`config.mk`:
```
export PLATFORM = sky130hd
export DESIGN_NAME = pc_stack_flat
export DESIGN_NICKNAME = d
export VERILOG_FILES = /design/src/rtl/pc_stack_pkg.sv /design/src/rtl/pc_stack_if.sv /design/src/rtl/lifo_stack.sv /design/src/rtl/pc_stack.sv /design/src/flat_wrapper.sv
export SDC_FILE = /design/constraint.sdc
export NUM_CORES = 1
export LEC_CHECK = 0
export CORE_AREA = 5 5 92 94
export CTS_CLUSTER_DIAMETER = 60
export DETAILED_ROUTE_END_ITERATION = 12
export DIE_AREA = 0 0 97 99
export DONT_BUFFER_PORTS = 1
export PLACE_DENSITY = 0.83
export SETUP_SLACK_MARGIN = 0.4
export SLEW_MARGIN = 10
export SYNTH_ARGS = -nofsm -noshare
export SYNTH_HDL_FRONTEND = slang
export SYNTH_SLANG_ARGS = --single-unit
```
`constraint.sdc`:
```
create_clock -name clock -period 2.68 [get_ports clock]
set_clock_uncertainty 0.15 [all_clocks]
set_input_delay 0.804 -clock clock [delete_from_list [all_inputs] [get_ports clock]]
set_output_delay 0.804 -clock clock [all_outputs]
set_load 0.005 [all_outputs]
```
`src/rtl/pc_stack_pkg.sv`:
```
// Shared definitions for the pc_stack program counter: operation codes and request priority.
// Build option PC_REL_EN (see pc_stack.sv) does not affect this package.
package pc_stack_pkg;

    typedef enum logic [2:0] {
        OP_HOLD = 3'd0,
        OP_INC  = 3'd1,
        OP_RET  = 3'd2,
        OP_CALL = 3'd3,
        OP_LOAD = 3'd4
    } op_e;

    // Only the highest-priority request executes; the others are dropped for the cycle.
    function automatic op_e prio_encode(input logic load, input logic call,
                                        input logic ret, input logic inc);
        op_e op;
        if (load) begin
            op = OP_LOAD;
        end else if (call) begin
            op = OP_CALL;
        end else if (ret) begin
            op = OP_RET;
        end else if (inc) begin
            op = OP_INC;
        end else begin
            op = OP_HOLD;
        end
        return op;
    endfunction

endpackage

```
`src/rtl/pc_stack_if.sv`:
```
// Control/status bundle between the fetch unit (master) and pc_stack (slave).
// With PC_REL_EN defined the bundle also carries the rel (PC-relative target) strobe.
interface pc_stack_if #(
    parameter int WIDTH = 16,
    parameter int DEPTH = 4
);
    localparam int SPW = $clog2(DEPTH) + 1;

    logic [WIDTH-1:0] in;
    logic             load;
    logic             inc;
    logic             call;
    logic             ret;
`ifdef PC_REL_EN
    logic             rel;
`endif
    logic [WIDTH-1:0] out;
    logic [SPW-1:0]   sp;
    logic             empty;
    logic             full;
    logic             err;

    modport master (
`ifdef PC_REL_EN
        output rel,
`endif
        output in, load, inc, call, ret,
        input  out, sp, empty, full, err
    );

    modport slave (
`ifdef PC_REL_EN
        input  rel,
`endif
        input  in, load, inc, call, ret,
        output out, sp, empty, full, err
    );

endinterface

```
`src/rtl/lifo_stack.sv`:
```
// Return-address LIFO for pc_stack: storage, stack pointer and full/empty status.
// Callers must not push while full or pop while empty; such requests are ignored here.
module lifo_stack #(
    parameter int WIDTH = 16,
    parameter int DEPTH = 4
) (
    input  logic                  clock,
    input  logic                  reset_n,
    input  logic                  push,
    input  logic                  pop,
    input  logic [WIDTH-1:0]      push_data,
    output logic [WIDTH-1:0]      top_data,
    output logic [$clog2(DEPTH):0] sp,
    output logic                  empty,
    output logic                  full
);
    localparam int AW  = $clog2(DEPTH);
    localparam int SPW = AW + 1;

    logic [WIDTH-1:0] mem_r [DEPTH];
    logic [SPW-1:0]   sp_r;
    logic [AW-1:0]    wr_idx_s;
    logic [AW-1:0]    rd_idx_s;

    // At sp == DEPTH the low bits wrap to 0, so rd_idx still lands on DEPTH-1.
    assign wr_idx_s = sp_r[AW-1:0];
    assign rd_idx_s = wr_idx_s - AW'(1'b1);

    assign empty    = (sp_r == {SPW{1'b0}});
    assign full     = (sp_r == SPW'(DEPTH));
    assign sp       = sp_r;
    assign top_data = mem_r[rd_idx_s];

    // Stack pointer: the only reset state in the LIFO.
    always_ff @(posedge clock or negedge reset_n) begin
        if (!reset_n) begin
            sp_r <= {SPW{1'b0}};
        end else if (push && !full) begin
            sp_r <= sp_r + SPW'(1'b1);
        end else if (pop && !empty) begin
            sp_r <= sp_r - SPW'(1'b1);
        end else begin
            sp_r <= sp_r;
        end
    end

    // Entry storage, deliberately left uninitialised by reset.
    always_ff @(posedge clock) begin
        if (push && !full) begin
            mem_r[wr_idx_s] <= push_data;
        end
    end

endmodule

```
`src/rtl/pc_stack.sv`:
```
// Program counter with hardware call/return stack (load > call > ret > inc > hold).
// Define PC_REL_EN to add the rel strobe that makes load/call targets out + in.
module pc_stack
    import pc_stack_pkg::*;
#(
    parameter int WIDTH = 16,
    parameter int DEPTH = 4
) (
    input  logic         clock,
    input  logic         reset_n,
    pc_stack_if.slave    bus
);
    localparam int SPW = $clog2(DEPTH) + 1;

    op_e              op_s;
    logic [WIDTH-1:0] out_r;
    logic [WIDTH-1:0] out_nxt_s;
    logic [WIDTH-1:0] target_s;
    logic [WIDTH-1:0] ret_addr_s;
    logic [WIDTH-1:0] top_s;
    logic [SPW-1:0]   sp_s;
    logic             err_r;
    logic             err_nxt_s;
    logic             push_s;
    logic             pop_s;
    logic             empty_s;
    logic             full_s;

    assign op_s       = prio_encode(bus.load, bus.call, bus.ret, bus.inc);
    assign ret_addr_s = out_r + WIDTH'(1'b1);

`ifdef PC_REL_EN
    assign target_s = bus.rel ? (out_r + bus.in) : bus.in;
`else
    assign target_s = bus.in;
`endif

    lifo_stack #(
        .WIDTH (WIDTH),
        .DEPTH (DEPTH)
    ) u_lifo (
        .clock     (clock),
        .reset_n   (reset_n),
        .push      (push_s),
        .pop       (pop_s),
        .push_data (ret_addr_s),
        .top_data  (top_s),
        .sp        (sp_s),
        .empty     (empty_s),
        .full      (full_s)
    );

    // Next-PC select, stack control and error detection for the winning request.
    always_comb begin
        out_nxt_s = out_r;
        err_nxt_s = err_r;
        push_s    = 1'b0;
        pop_s     = 1'b0;
        case (op_s)
            OP_LOAD: begin
                out_nxt_s = target_s;
            end
            OP_CALL: begin
                if (full_s) begin
                    err_nxt_s = 1'b1;
                end else begin
                    push_s    = 1'b1;
                    out_nxt_s = target_s;
                end
            end
            OP_RET: begin
                if (empty_s) begin
                    err_nxt_s = 1'b1;
                end else begin
                    pop_s     = 1'b1;
                    out_nxt_s = top_s;
                end
            end
            OP_INC: begin
                out_nxt_s = ret_addr_s;
            end
            default: begin
                out_nxt_s = out_r;
            end
        endcase
    end

    // PC and sticky error registers; err only clears on reset.
    always_ff @(posedge clock or negedge reset_n) begin
        if (!reset_n) begin
            out_r <= {WIDTH{1'b0}};
            err_r <= 1'b0;
        end else begin
            out_r <= out_nxt_s;
            err_r <= err_nxt_s;
        end
    end

    assign bus.out   = out_r;
    assign bus.sp    = sp_s;
    assign bus.empty = empty_s;
    assign bus.full  = full_s;
    assign bus.err   = err_r;

endmodule

```
`src/flat_wrapper.sv`:
```
// flat-port wrapper written by rule: the top's interface ports become plain ports
module pc_stack_flat import pc_stack_pkg::*;
#(
    parameter int WIDTH = 16,
    parameter int DEPTH = 4
)
  (clock, reset_n, bus_in, bus_load, bus_inc, bus_call, bus_ret, bus_out, bus_sp, bus_empty, bus_full, bus_err);
  pc_stack_if #(.WIDTH(WIDTH), .DEPTH(DEPTH)) bus_i ();
  input  logic clock;
  input  logic reset_n;
  input wire logic [$bits(bus_i.in)-1:0] bus_in;
  input wire logic [$bits(bus_i.load)-1:0] bus_load;
  input wire logic [$bits(bus_i.inc)-1:0] bus_inc;
  input wire logic [$bits(bus_i.call)-1:0] bus_call;
  input wire logic [$bits(bus_i.ret)-1:0] bus_ret;
  output wire logic [$bits(bus_i.out)-1:0] bus_out;
  output wire logic [$bits(bus_i.sp)-1:0] bus_sp;
  output wire logic [$bits(bus_i.empty)-1:0] bus_empty;
  output wire logic [$bits(bus_i.full)-1:0] bus_full;
  output wire logic [$bits(bus_i.err)-1:0] bus_err;
  assign bus_i.in = bus_in;
  assign bus_i.load = bus_load;
  assign bus_i.inc = bus_inc;
  assign bus_i.call = bus_call;
  assign bus_i.ret = bus_ret;
  assign bus_out = bus_i.out;
  assign bus_sp = bus_i.sp;
  assign bus_empty = bus_i.empty;
  assign bus_full = bus_i.full;
  assign bus_err = bus_i.err;
  pc_stack #(.WIDTH(WIDTH), .DEPTH(DEPTH)) u_core (.clock(clock), .reset_n(reset_n), .bus(bus_i));
endmodule
```
After elaboration in Yosys (flattened, before gate mapping)
Memories as Yosys holds them, arrays and structs flattened.
Index checks and enable logic that the tools add are counted.
{ "word_totals": {"memories": 1, "ramBits": 64, "output_inout_bits": 22, "word_cells": 45, "ff_bits": 20} }
{ "mem_list": {"columns": ["name", "depth", "word_bits", "read_ports", "rd_ports_with_merged_regs", "write_ports", "line", "rtl"], "rows": [
  ["u_core.u_lifo.mem_r", 4, 16, 1, 0, 1, "lifo_stack.sv:20", "logic [WIDTH-1:0] mem_r [DEPTH];"]
]} }
{ "classes": {"n_mux": 18, "reduce_logical": 10, "add_sub_neg": 4, "n_eq_ne": 9} }
{ "op_table": {"columns": ["cell", "count"], "rows": [
  ["16-bit case mux with 4 select lines", 1],
  ["16-bit 2-to-1 mux", 2],
  ["16-bit by 1-bit adder with 16-bit output, second input constant", 1],
  ["3-bit 2-to-1 mux", 5],
  ["1-bit 2-to-1 mux", 9],
  ["2-bit inequality test, second input constant", 4],
  ["3-bit by 2-bit equality test with 1-bit output, second input constant", 2],
  ["3-bit equality test, second input constant", 2],
  ["3-bit AND reduction", 2],
  ["2-bit nonzero test", 2],
  ["4-bit nonzero test", 1],
  ["3-bit by 1-bit adder with 3-bit output, second input constant", 1],
  ["3-bit by 1-bit equality test with 1-bit output, second input constant", 1],
  ["3-bit logical NOT", 1],
  ["3-bit by 1-bit subtractor with 3-bit output, second input constant", 1],
  ["1-bit logical AND", 2],
  ["1-bit logical NOT", 2],
  ["1-bit case mux with 2 select lines", 1],
  ["2-bit by 1-bit subtractor with 2-bit output, second input constant", 1]
]} }

Longest topological paths before layout
Gate-level depths: netlist of run 1.
{ "depth": {"ltp_word": 9, "ltp_mapped": 11, "depth_no_buf": 9} }

Modules after synthesis
Synthesis of run 1 repeated with hierarchy kept, for this count alone.
{ "hier_totals": {"hier_cells": 266, "area_unflattened_um2": 4003.8} }
{ "by_module_without_submodules": {"columns": ["mod", "seq_area_each_um2", "cells_each", "n_inst", "area_per_inst_um2"], "rows": [
  ["lifo_stack", 1996.9, 114, 1, 2628.8],
  ["pc_stack", 425.4, 152, 1, 1375.1]
]} }

Least setup slack after synthesis of run 1
No wires, ideal clock.
{ "synth_path": {"kind": "reg2reg", "start": "register u_core.u_lifo.sp_r[0] (netlist: u_core.u_lifo.sp[0])", "end": "register u_core.out_r[6] (netlist: u_core.bus.out[6])", "t_required_ns": 2.401, "path_stages_with_launch": 10, "slack_ns": -0.230, "n_path_buf": 4, "arrival_ns": 2.631, "path_cell_list": "dfrtp_1 buf_2 buf_2 inv_1 ha_1 clkbuf_1 clkbuf_1 mux4_2 a221oi_1 a21oi_1"} }
{ "synth_via": {"elab_chain_len": 4, "elab_cells_between_ends": 9, "cone_classes": "add/sub (1); eq/ne (3); mux (2); reduce/logical (2); memory (1)"} }
{ "synth_lines": {"columns": ["element", "line", "rtl"], "rows": [
  ["from (decl)", "lifo_stack.sv:21", "logic [SPW-1:0] sp_r;"],
  ["from (signal assigned)", "lifo_stack.sv:37", "sp_r <= {SPW{1'b0}};"],
  ["from (signal assigned)", "lifo_stack.sv:39", "sp_r <= sp_r + SPW'(1'b1);"],
  ["from (signal assigned)", "lifo_stack.sv:41", "sp_r <= sp_r - SPW'(1'b1);"],
  ["2-bit by 1-bit subtractor with 2-bit output", "lifo_stack.sv:27", "assign rd_idx_s = wr_idx_s - AW'(1'b1);"],
  ["net u_core.u_lifo.rd_idx_s[0]", "lifo_stack.sv:23", "logic [AW-1:0] rd_idx_s;"],
  ["memory read 4 x 16 bit", null, null],
  ["16-bit 2-to-1 mux", "pc_stack.sv:72", "if (empty_s) begin"],
  ["16-bit case mux with 4 select lines", "pc_stack.sv:59", "case (op_s)"],
  ["to (signal assigned)", "pc_stack.sv:91", "out_r <= {WIDTH{1'b0}};"],
  ["to (signal assigned)", "pc_stack.sv:94", "out_r <= out_nxt_s;"],
  ["to (decl)", "pc_stack.sv:16", "logic [WIDTH-1:0] out_r;"]
]} }
The timed path passes the listed nets, and every way through them passes these cells. The select of a mux whose other input is x is not followed.
A chain may end at the register's enable or synchronous reset.

Final worst setup path of run 1
{ "layout_path": {"start": "register u_core.out_r[3] (netlist: u_core.bus.out[3])", "end": "register u_core.out_r[12] (netlist: u_core.bus.out[12])"} }
{ "layout_via": {"elab_chain_len": 2} }
{ "layout_lines": {"columns": ["element", "line", "rtl"], "rows": [
  ["16-bit by 1-bit adder with 16-bit output", "pc_stack.sv:30", "assign ret_addr_s = out_r + WIDTH'(1'b1);"],
  ["16-bit case mux with 4 select lines", "pc_stack.sv:59", null]
]} }
Every way passes these cells.

==> parameters.txt, run 1 <==
Parameter                              Value

Setup path
  Critical path arrival    roughly 2.4 ns
  Cell class contributing the biggest share of worst-path delay    simple AND/OR/NAND/NOR gates
  Max incr delay on CP    around 0.6 ns
  Ordered cell list for the critical path    nand4_4, or4_4, or4_1, o211ai_1
  Kind of critical path    flop to flop
  Data required time of the worst path    roughly 2.8 ns
  Critical path fanouts, max    10
  Critical Path Slowest Stage Cell    or4_4
  Setup crit start kind    flop
  Worst setup EP type    flop
  Count of buffering cells on the critical path with inverters included    0

Finish
  Area growth from synthesis to final layout    8.34%
  Register area    2420 um^2
  Multi-input gate area    roughly 1500 um^2
  Total Nets Final    between 300 and 400
  Fill cell count    569
  Final cell count without fillers    around 390
  Ratio of cells with drive above 1 in the final layout    a little under a quarter
  Diode insertion count for antenna repair    0
  Design Area, Final    around 4400 um^2
  Utilization of the core after routing    roughly 58%

Timing
  Final hold viol count    0
  Crit path time final    between 2 and 2.5 ns
  Share of the clock period used by the worst path    approximately 85%
  Fin Setup TNS    0 ns
  Number of max-slew violations in the final report    0
  Number of failing setup endpoints in the final timing report    0
  RSZ-0062 raised after global routing    yes
  Relative slew margins    21.0%
  Peak Freq    441 MHz
  Worst-margin pin slew    1.18 ns

Route
  Antenna Nets Post-Route    0
  Via count of the routed design    approximately 2.4k
  Initial DRC Count    between 200 and 300
  DRC viols    0
  Average via count per standard cell    6.33
  Drt pass-1 iters    6
  Post-DR wirelength/cell    approximately 23 um
  Final wirelength    between 8000 and 9000 um

Power and ir drop
  Leakage power    approximately 1.5 nW
  Total power    ~4.2 mW
  Worst vdd ir    0.000446 V
  Power per cell area    between 900 and 1000 nW/um^2

Global route
  Largest net degree at the start of global routing    21
  Global-route usage over all layers    18.9%
  Vias in the first global route    about 2.4k
  Number of antenna violations at the first check in global routing    0
  Wire length of the first global-routing pass    about 14000 um
  Sum of overflow across all layers after global routing    0

Clocking
  # clock sinks    84
  Clock transition at the registers of the reported paths    0.09 ns
  Number of buffers created by CTS    9
  Clock tree from TritonCTS    yes
  Count of buffers added by post-CTS timing repair for setup    0
  Clk_lat worst skew    0.36 ns
  H-tree levels    3
  Clk root buf    clkbuf_8
  Longest Clk Path Bufs    2

Yosys
  Number of flip-flops and latches in the synthesized netlist    84
  FFs w/ async S/R, synth    between 20% and 30%
  Number of warnings printed during yosys synthesis    0
  Most used flip-flop cell after synthesis    edfxtp_1
  Distinct cells, synth    between 50 and 60
  Cell with the most instances after synthesis    edfxtp_1
  Sequential fraction of the synthesis area    approximately 60%
  Mapped Area    just over 4000 um^2
  Count of flip-flops with a built-in enable after synthesis    between 60 and 70
  Largest area contributor in the synthesized netlist    edfxtp_1
  Most frequent cells after synthesis    edfxtp_1, dfrtp_1, mux4_2
  Synthesized instance count    275
  Net count after synthesis    slightly above 300
  Synthesized area per cell    between 10 and 15 um^2
  Fraction of post-synthesis cell area in the top cell type by area    approximately 48%
  Largest cells by area after synthesis    edfxtp_1, dfrtp_1, mux4_2, ha_1, a22oi_1

Floorplan
  Floorplan row count    32
  Die outline area    9600 um^2
  Die W    97 um
  Initial core utilization    53.3%
  Chip height    between 90 and 100 um
  Top-level I/O count    44
  Total core area    between 7000 and 8000 um^2

Place
  Area after DPL    slightly above 4000 um^2
  Cell total after placement    around 370
  Post-DP HPWL    6000 um
  Global placer's final weighted congestion    roughly 0.8
  Port bufs    0

Run
  Max capacitance violation total    0

Outcome
  Status    finished, final reports clean

Hold path
  Worst min path class    flop to flop
[per-layer routing]
layer	GRT usage (%)	vias up	part of all wire [%]
met5	0	-	0
met4	6.16	0	1.7
met3	7.50	15	11
met2	30.4	119	49
met1	23.7	1215	39
li1	-	1094	-
[power breakdown]
part           internal, mW  switching (mW)  total (mW)
registers              1.72           0.218        1.94
logic                 0.637           0.742        1.38
clock network         0.464           0.465       0.929
[per-stage QoR]
| step | worst slack (ns) | hold WS (ns) |
|---|---|---|
| floorplan | 0.390 | 0.318 |
| global placement | 0.218 | 0.350 |
| detailed placement | 0.141 | 0.359 |
| CTS | 0.426 | 0.411 |
| global route | 0.364 | 0.440 |
| finish | 0.414 | 0.400 |
[cells by family (layout without fill, tap and decap cells)]
kind of cell / Yosys count / in the layout / synth area share, %
DFF: 84 / 84 / 60.0
and+or+nand+nor: 75 / 75 / 11.6
AOI/OAI and AO/OA: 58 / 58 / 10.4
buffers and inverters: 22 / 31 / 4.00
muxes: 17 / 17 / 9.31
xor gates and xnor gates: 13 / 13 / 2.82
adders and majority gates: 6 / 6 / 1.86
[state kept, by name, summed over array words and instances (netlist names)]
name and flops:
u_core.bus.err 1, u_core.u_lifo.sp 3, u_core.u_lifo.mem_r 64, u_core.bus.out 16
[layout make-up]
cell class                 instances  area share, %
timing repair buffer              10           1.77
inverter                           5          0.487
clock buffer                      10           3.15
clock inverter                     6           1.60
sequential                        84           55.4
tap                              102           2.92
multi-input combinational        169           34.6
[repair_timing]
action | 4_1_cts | 5_1_grt
gates resized for setup | 1 | 5
hold buffers | 1 | 0
endpoints found under the hold margin | 20 | 0
setup endpoints to repair | 1 | 7
[final timing paths]
kind                                   start                 end  slack (ns)  cells past startpoint
max                        u_core.bus.out[3]  u_core.bus.out[12]        0.41                      4
min                           u_core.bus.err      u_core.bus.err        0.40                      1
max reg2reg                u_core.bus.out[3]  u_core.bus.out[12]        0.41                      4
min reg2reg                   u_core.bus.err      u_core.bus.err        0.40                      1
max in group asynchronous            reset_n   u_core.bus.out[1]        0.77                      1
min in group asynchronous            reset_n   u_core.bus.out[8]        0.95                      1
[cells in the final DEF, fill, tap and decap left out, types with 2 or more instances in the layout]
master	n
edfxtp_1	64
dfrtp_1	20
mux4_2	15
nand2_1	13
nor2_1	13
a21oi_1	10
clkbuf_8	10
nand3_1	9
a22oi_1	9
buf_4	9
xor2_1	7
nor3_1	6
xnor2_1	6
o21ai_0	6
o211ai_1	5
inv_1	4
o2bb2ai_1	4
a2bb2oi_1	4
ha_1	4
o21a_1	3
or2_2	3
nor4_1	3
and2_2	3
and2_1	3
a221oi_1	3
nand4_1	2
nor4_2	2
nor2b_4	2
a221oi_2	2
a31oi_1	2
o21bai_1	2
inv_6	2
clkinv_4	2
No activity file was read; power rests on OpenSTA's default activity.
==> run 2, diff against run 1 <==
--- a/config.mk
+++ b/config.mk
@@ -5,10 +5,11 @@
 export SDC_FILE = /design/constraint.sdc
 export NUM_CORES = 1
 export LEC_CHECK = 0
-export CORE_AREA = 5 5 92 94
+export ABC_AREA = 1
+export CORE_AREA = 5 5 95 97
 export CTS_CLUSTER_DIAMETER = 60
 export DETAILED_ROUTE_END_ITERATION = 12
-export DIE_AREA = 0 0 97 99
+export DIE_AREA = 0 0 100 102
 export DONT_BUFFER_PORTS = 1
 export PLACE_DENSITY = 0.83
 export SETUP_SLACK_MARGIN = 0.4
==> constraint.sdc (replaced) <==
create_clock -name clock -period 1.89 [get_ports clock]
set_clock_uncertainty 0.15 [all_clocks]
set_input_delay 0.567 -clock clock [delete_from_list [all_inputs] [get_ports clock]]
set_output_delay 0.567 -clock clock [all_outputs]
set_load 0.005 [all_outputs]
==> parameters.txt, run 2 <==
Parameter                              Value

Clocking
  Clk root buf    clkbuf_8
  Longest Clk Path Bufs    2 (unchanged)
  Clock tree from TritonCTS    yes
  Number of buffers created by CTS    9 (unchanged)
  Clk_lat worst skew    0.39 ns (+0.03 ns)
  # clock sinks    84 (unchanged)
  Clock transition at the registers of the reported paths    0.10 ns (about the same)
  H-tree levels    3 (unchanged)

Finish
  Most frequent cells in the layout    nand2_1, edfxtp_1, inv_1
  Leading cell type in the layout, fill and taps excluded    nand2_1
  Diode insertion count for antenna repair    0 (unchanged)
  Final cell count without fillers    676 (+75%)
  Register with the most flip-flops    u_core.u_lifo.mem_r
  Ratio of cells with drive above 1 in the final layout    42.4% (+18 points)
  Fill cell count    351 (-38%)
  Largest register FFs    64 (unchanged)
  Total Nets Final    595 (+94%)
  Area growth from synthesis to final layout    43.6%
  Design Area, Final    6240 um^2 (+43%)

Timing
  Number of failing setup endpoints in the final timing report    63 (+63)
  Peak Freq    482 MHz (+9.3%)
  Relative slew margins    30.4% (+9.5 points)
  Crit path time final    2.07 ns (-0.192 ns)
  Final critical-path setup slack    -0.184 ns (-0.598 ns)
  Worst hold margin    0.280 ns (-0.120 ns)
  RSZ-0062 raised after global routing    yes
  Final hold viol count    0 (unchanged)
  Worst-margin pin slew    1.04 ns (-0.138 ns)
  Number of max-slew violations in the final report    0 (unchanged)
  Share of the clock period used by the worst path    110% (+25 points)

Yosys
  Synthesized area per cell    8.82 um^2 (-40%)
  Synthesized instance count    493 (+79%)
  Number of warnings printed during yosys synthesis    0 (unchanged)
  Most frequent cells after synthesis    nand2_1, edfxtp_1, inv_1
  Mapped Area    4350 um^2 (+7.8%)
  Number of flip-flops and latches in the synthesized netlist    84 (unchanged)
  Largest area contributor in the synthesized netlist    edfxtp_1
  Distinct cells, synth    35 (-40%)
  Count of flip-flops with a built-in enable after synthesis    64 (unchanged)
  Most used flip-flop cell after synthesis    edfxtp_1
  FFs w/ async S/R, synth    23.8% (unchanged)
  Net count after synthesis    521 (+72%)
  Cell with the most instances after synthesis    nand2_1
  Largest cells by area after synthesis    edfxtp_1, nand2_1, dfrtp_1, inv_1, nand3_1
  Sequential fraction of the synthesis area    55.7% (-4.4 points)
  Fraction of post-synthesis cell area in the top cell type by area    44.2% (-3.5 points)

Route
  Post-DR wirelength/cell    29.5 um (+28%)
  Via count of the routed design    4783 (+96%)
  Final wirelength    19900 um (+120%)
  Average via count per standard cell    7.08 (+12%)
  Antenna Nets Post-Route    0 (unchanged)
  Initial DRC Count    1122 (+320%)
  Drt pass-1 iters    12 (+6)
  DRC viols    0 (unchanged)

Setup path
  Kind of critical path    flop to flop
  Cell class contributing the biggest share of worst-path delay    buffers and inverters
  Ordered cell list for the critical path    inv_4, ha_4, nand2_4, inv_4, buf_6, buf_6, buf_6, nand3_4, nand3_4, buf_12, nor2_1, a21oi_1
  Cell count along the critical path    12 (+8)
  Worst setup EP type    flop
  Max incr delay on CP    0.40 ns (-0.20 ns)
  Data required time of the worst path    2.01 ns (-0.80 ns)
  Critical Path Slowest Stage Cell    dfrtp_2
  Critical path fanouts, max    7 (-3)
  Setup crit start kind    flop
  Most common cell type on the critical path    buf_6
  Depth of the worst register-to-register path    12 (+8)
  Critical path arrival    2.19 ns (-0.21 ns)
  Count of buffering cells on the critical path with inverters included    6 (+6)

Outcome
  Failing checks    setup timing
  Status    finished with violations

Global route
  Wire length of the first global-routing pass    23500 um (+71%)
  Met2 track utilization from global routing    52.9% (+23 points)
  M3 GR Usage    5.26% (-2.2 points)
  Gr busiest metal    met2
  Sum of overflow across all layers after global routing    0 (unchanged)
  Global-route usage over all layers    31.2% (+12 points)
  Met1 track utilization from global routing    38.3% (+15 points)
  Number of antenna violations at the first check in global routing    0 (unchanged)
  Vias in the first global route    4067 (+69%)
  Largest net degree at the start of global routing    21 (unchanged)

Floorplan
  Initial core utilization    54.0% (+0.71 points)
  Chip height    102 um (+3.0%)
  Top-level I/O count    44 (unchanged)
  Total core area    8050 um^2 (+6.4%)
  Die outline area    10200 um^2 (+6.2%)
  Die W    100 um (+3.1%)
  Floorplan row count    33 (+3.1%)

Hold path
  Worst min path class    input pin to async pin

Power and ir drop
  Worst vdd ir    0.00106 V (+140%)
  Power per cell area    1540 nW/um^2 (+59%)
  Leakage power    2.72 nW (+84%)

Place
  Port bufs    0 (unchanged)
  Global placer's final weighted congestion    0.902 (+13%)
  Area after DPL    4750 um^2 (+15%)
  Cell total after placement    608 (+65%)
  Post-DP HPWL    6900 um (+15%)

Run
  Max capacitance violation total    0 (unchanged)
-- run 2: cell count changes after synthesis, sizes merged, moves of 16 or more --
cell	before	now
nand2	14	157
mux4	16	0
o21ai	6	28
nor2	13	61
inv	5	62
nand3	9	46
-- run 2: repair_timing --
action | in CTS | in global routing
hold buffers | 1 | 0
setup endpoints to repair | 149 | 174
gates resized for setup | 148 | 78
pin swaps | 46 | 26
buffers inserted | 28 | 12
cloned | 12 | 0
endpoints found under the hold margin | 20 | 0
-- run 2: kinds of logic after synthesis --
family          share of synthesized area [%]
fa+ha+maj                                1.73
flops                                    55.7
buf+inv                                  8.03
simple gates                             28.7
compound gates                           4.86
xor+xnor                                 1.01
-- run 2: final cells by class --
cell class / instances / area [um^2] / area share, %
repair inverters: 2 / 22.5 / 0.361
repair buffers: 76 / 1040 / 16.7
inverters: 62 / 270 / 4.33
well taps: 105 / 131 / 2.10
flip-flops and latches: 84 / 2450 / 39.2
multi-input cells: 332 / 2140 / 34.3
clock buffers: 9 / 124 / 1.98
clock inverters: 6 / 66.3 / 1.06
-- run 2: path summary, 6_finish.rpt --
check | startpoint | end | slack, ns
setup / recovery | u_core.u_lifo.sp[0] | u_core.bus.out[9] | -0.18
hold / removal | reset_n | u_core.bus.out[0] | 0.28
setup reg to reg | u_core.u_lifo.sp[0] | u_core.bus.out[9] | -0.18
hold reg to reg | u_core.bus.out[8] | u_core.bus.out[8] | 0.47
max in group asynchronous | reset_n | u_core.bus.out[4] | 0.55
min in group clock | bus_in[8] | u_core.bus.out[8] | 0.31
-- run 2: per-stage QoR --
step                setup TNS (ns)  setup slack [ns]  power (mW)  utilization, %
floorplan                    -3.09            -0.202        4.67               -
global placement                 0            0.0365        5.35            58.9
global route                 -6.58            -0.214        9.81            77.6
detailed placement         -0.0151           -0.0151        5.49            58.9
CTS                        -0.0762           -0.0416        8.37            73.0
finish                       -4.53            -0.184        9.62            77.6
-- run 2: where the power goes --
part | switching, mW | leakage [nW] | total (mW) | internal (mW)
sequential | 0.466 | 0.795 | 2.92 | 2.45
combinational | 3.02 | 1.84 | 5.31 | 2.29
clock | 0.786 | 0.0873 | 1.39 | 0.604
-- run 2: routing by layer --
metal	vias to the layer above	share of wire, %
met4	0	11
met3	238	16
met2	646	43
met1	2158	30
met5	-	0
li1	1741	-
-- run 2: worst register-to-register path, cell delays in order, from the launching register on --
cell and delay (ns):
dfrtp_2 0.40, inv_4 0.04, ha_4 0.18, nand2_4 0.09, inv_4 0.04, buf_6 0.10, buf_6 0.10, buf_6 0.11
nand3_4 0.11, nand3_4 0.16, buf_12 0.21, nor2_1 0.16, a21oi_1 0.11
==> run 3, diff against run 2 <==
--- a/config.mk
+++ b/config.mk
@@ -11,8 +11,9 @@
 export DETAILED_ROUTE_END_ITERATION = 12
 export DIE_AREA = 0 0 100 102
 export DONT_BUFFER_PORTS = 1
-export PLACE_DENSITY = 0.83
+export PLACE_DENSITY = 0.72
 export SETUP_SLACK_MARGIN = 0.4
+export SKIP_CTS_REPAIR_TIMING = 1
 export SLEW_MARGIN = 10
 export SYNTH_ARGS = -nofsm -noshare
 export SYNTH_HDL_FRONTEND = slang
==> parameters.txt, run 3 (synthesized netlist as in run 2, its figures left out) <==
Parameter                              Value

Global route
  Largest net degree at the start of global routing    39 (+86%)
  Number of antenna violations at the first check in global routing    0 (unchanged)
  Global-route usage over all layers    19.9% (-11 points)
  Sum of overflow across all layers after global routing    0 (unchanged)
  Wire length of the first global-routing pass    15700 um (-33%)
  Vias in the first global route    3218 (-21%)

Clocking
  Clock transition at the registers of the reported paths    0.09 ns (about the same)
  Clk root buf    clkbuf_8
  Longest Clk Path Bufs    2 (unchanged)
  Clk_lat worst skew    0.35 ns (-0.04 ns)
  Clock tree from TritonCTS    yes
  Number of buffers created by CTS    9 (unchanged)
  # clock sinks    84 (unchanged)
  H-tree levels    3 (unchanged)

Power and ir drop
  Internal power    5.23 mW (-2.2%)
  Total power    8.70 mW (-9.6%)
  Net switching fraction of the power    39.8% (-4.6 points)
  Register share of total power    32.0% (+1.7 points)
  Worst vdd ir    0.000849 V (-20%)
  Power per cell area    1530 nW/um^2 (-0.91%)
  Clock network power share    16.3% (+1.8 points)
  Net switching power figure    3.46 mW (-19%)
  Relative contribution of combinational cells to total power    51.7% (-3.5 points)
  Leakage power    2.40 nW (-12%)

Setup path
  Data required time of the worst path    1.17 ns (-0.84 ns)
  Worst setup EP type    output port
  Setup crit start kind    flop
  Terminus of the critical flop-to-flop path    u_core.bus.out[1]
  Critical path arrival    1.25 ns (-0.94 ns)
  Depth of the worst register-to-register path    11 (-1)
  Kind of critical path    flop to output port
  Slack of the worst reg-to-reg path    -0.03 ns (+0.15 ns)
  Critical path fanouts, max    4 (-3)
  Crit Reg-Reg Startpoint    u_core.u_lifo.sp[0]

Run
  Max capacitance violation total    0 (unchanged)

Finish
  Diode insertion count for antenna repair    0 (unchanged)
  Total Nets Final    564 (-5.2%)
  Utilization of the core after routing    70.7% (-6.8 points)
  Largest register FFs    64 (unchanged)
  Register with the most flip-flops    u_core.u_lifo.mem_r
  Design Area, Final    5700 um^2 (-8.8%)
  Leading cell type in the layout, fill and taps excluded    nand2_1
  Area growth from synthesis to final layout    31.0%
  Most frequent cells in the layout    nand2_1, edfxtp_1, inv_1
  Ratio of cells with drive above 1 in the final layout    36.0% (-6.3 points)

Place
  Global placer's final weighted congestion    0.916 (+1.6%)
  Area after DPL    4700 um^2 (-1.0%)
  Port bufs    0 (unchanged)
  Post-DP HPWL    6720 um (-2.5%)

Timing
  Number of failing setup endpoints in the final timing report    3 (-95%)
  Worst-margin pin slew    0.748 ns (-0.295 ns)
  Number of max-slew violations in the final report    0 (unchanged)
  Crit path time final    1.97 ns (-0.102 ns)
  Peak Freq    507 MHz (+5.2%)
  Final hold viol count    0 (unchanged)
  Share of the clock period used by the worst path    104% (-5.4 points)
  Final critical-path setup slack    -0.0818 ns (+0.102 ns)
  RSZ-0062 raised after global routing    yes
  Relative slew margins    50.0% (+20 points)

Floorplan
  Initial core utilization    54.0% (unchanged)
  Floorplan row count    33 (unchanged)
  Die W    100 um (unchanged)
  Die outline area    10200 um^2 (unchanged)
  Top-level I/O count    44 (unchanged)
  Chip height    102 um (unchanged)
  Total core area    8050 um^2 (unchanged)

Route
  Initial DRC Count    264 (-76%)
  Final wirelength    11200 um (-44%)
  Post-DR wirelength/cell    17.3 um (-41%)
  DRC viols    0 (unchanged)
  Antenna Nets Post-Route    0 (unchanged)
  Via count of the routed design    3515 (-27%)
  Average via count per standard cell    5.44 (-23%)
  Drt pass-1 iters    5 (-7)

Hold path
  Hold worst-path end    u_core.bus.out[5]
  Hold Path Stages    4
  Worst min path class    input pin to flop
  Worst Min Path Start    bus_in[5]

Outcome
  Failing checks    setup timing
  Status    finished with violations
-- run 3: power groups by stage --
stage	Combinational (mW)	Clock, mW	Sequential, mW
floorplan	1.99	0	2.68
global placement	2.65	0	2.71
detailed placement	2.73	0	2.72
CTS	2.75	1.43	2.68
global route	4.84	1.52	2.81
finish	4.49	1.42	2.78
-- run 3: worst max-delay path by stage --
stage | startpoint | to | depth (start not counted)
after floorplan | u_core.u_lifo.sp[0] | u_core.u_lifo.sp[2] | 14
after global placement | u_core.u_lifo.sp[1] | u_core.bus.out[1] | 10
after detailed placement | bus_ret | u_core.u_lifo.sp[2] | 11
after CTS | u_core.u_lifo.sp[1] | bus_empty | 5
after global routing | u_core.u_lifo.sp[0] | u_core.bus.out[1] | 11
final | u_core.u_lifo.sp[1] | bus_empty | 5
-- run 3: worst max-delay path, stage by stage (launching register included) --
cell and delay (ns):
dfrtp_1 0.41, inv_2 0.10, ha_4 0.17, nand2_4 0.07, inv_4 0.06, buf_6 0.09
-- run 3: final cells by class --
cell class              instances  area [um^2]
clock buffers                   9          124
clock inverters                 7         98.8
fillers                       539         2360
inverters                      62          254
multi-input cells             332         2010
flip-flops and latches         84         2440
well taps                     105          131
repair buffers                 47          634
-- run 3: metal layers --
metal / global-route usage, % / part of all wire (%)
met2: 33.1 / 50
met4: 4.97 / 1.8
met5: 0 / 0
met3: 4.16 / 7.1
met1: 26.8 / 41
-- run 3: stage by stage --
| step | setup slack [ns] | cells | TNS (ns) | hold WS, ns |
|---|---|---|---|---|
| 3_3_place_gp | 0.0239 | 605 | 0 | 0.122 |
| 5_1_grt | -0.131 | 646 | -2.20 | 0.319 |
| 3_5_place_dp | 0.00186 | 605 | 0 | 0.122 |
| 4_1_cts | -0.253 | 621 | -0.419 | -0.256 |
| 6_report | -0.0818 | 646 | -0.193 | 0.305 |
| 2_1_floorplan | -0.202 | 493 | -3.09 | 0.121 |
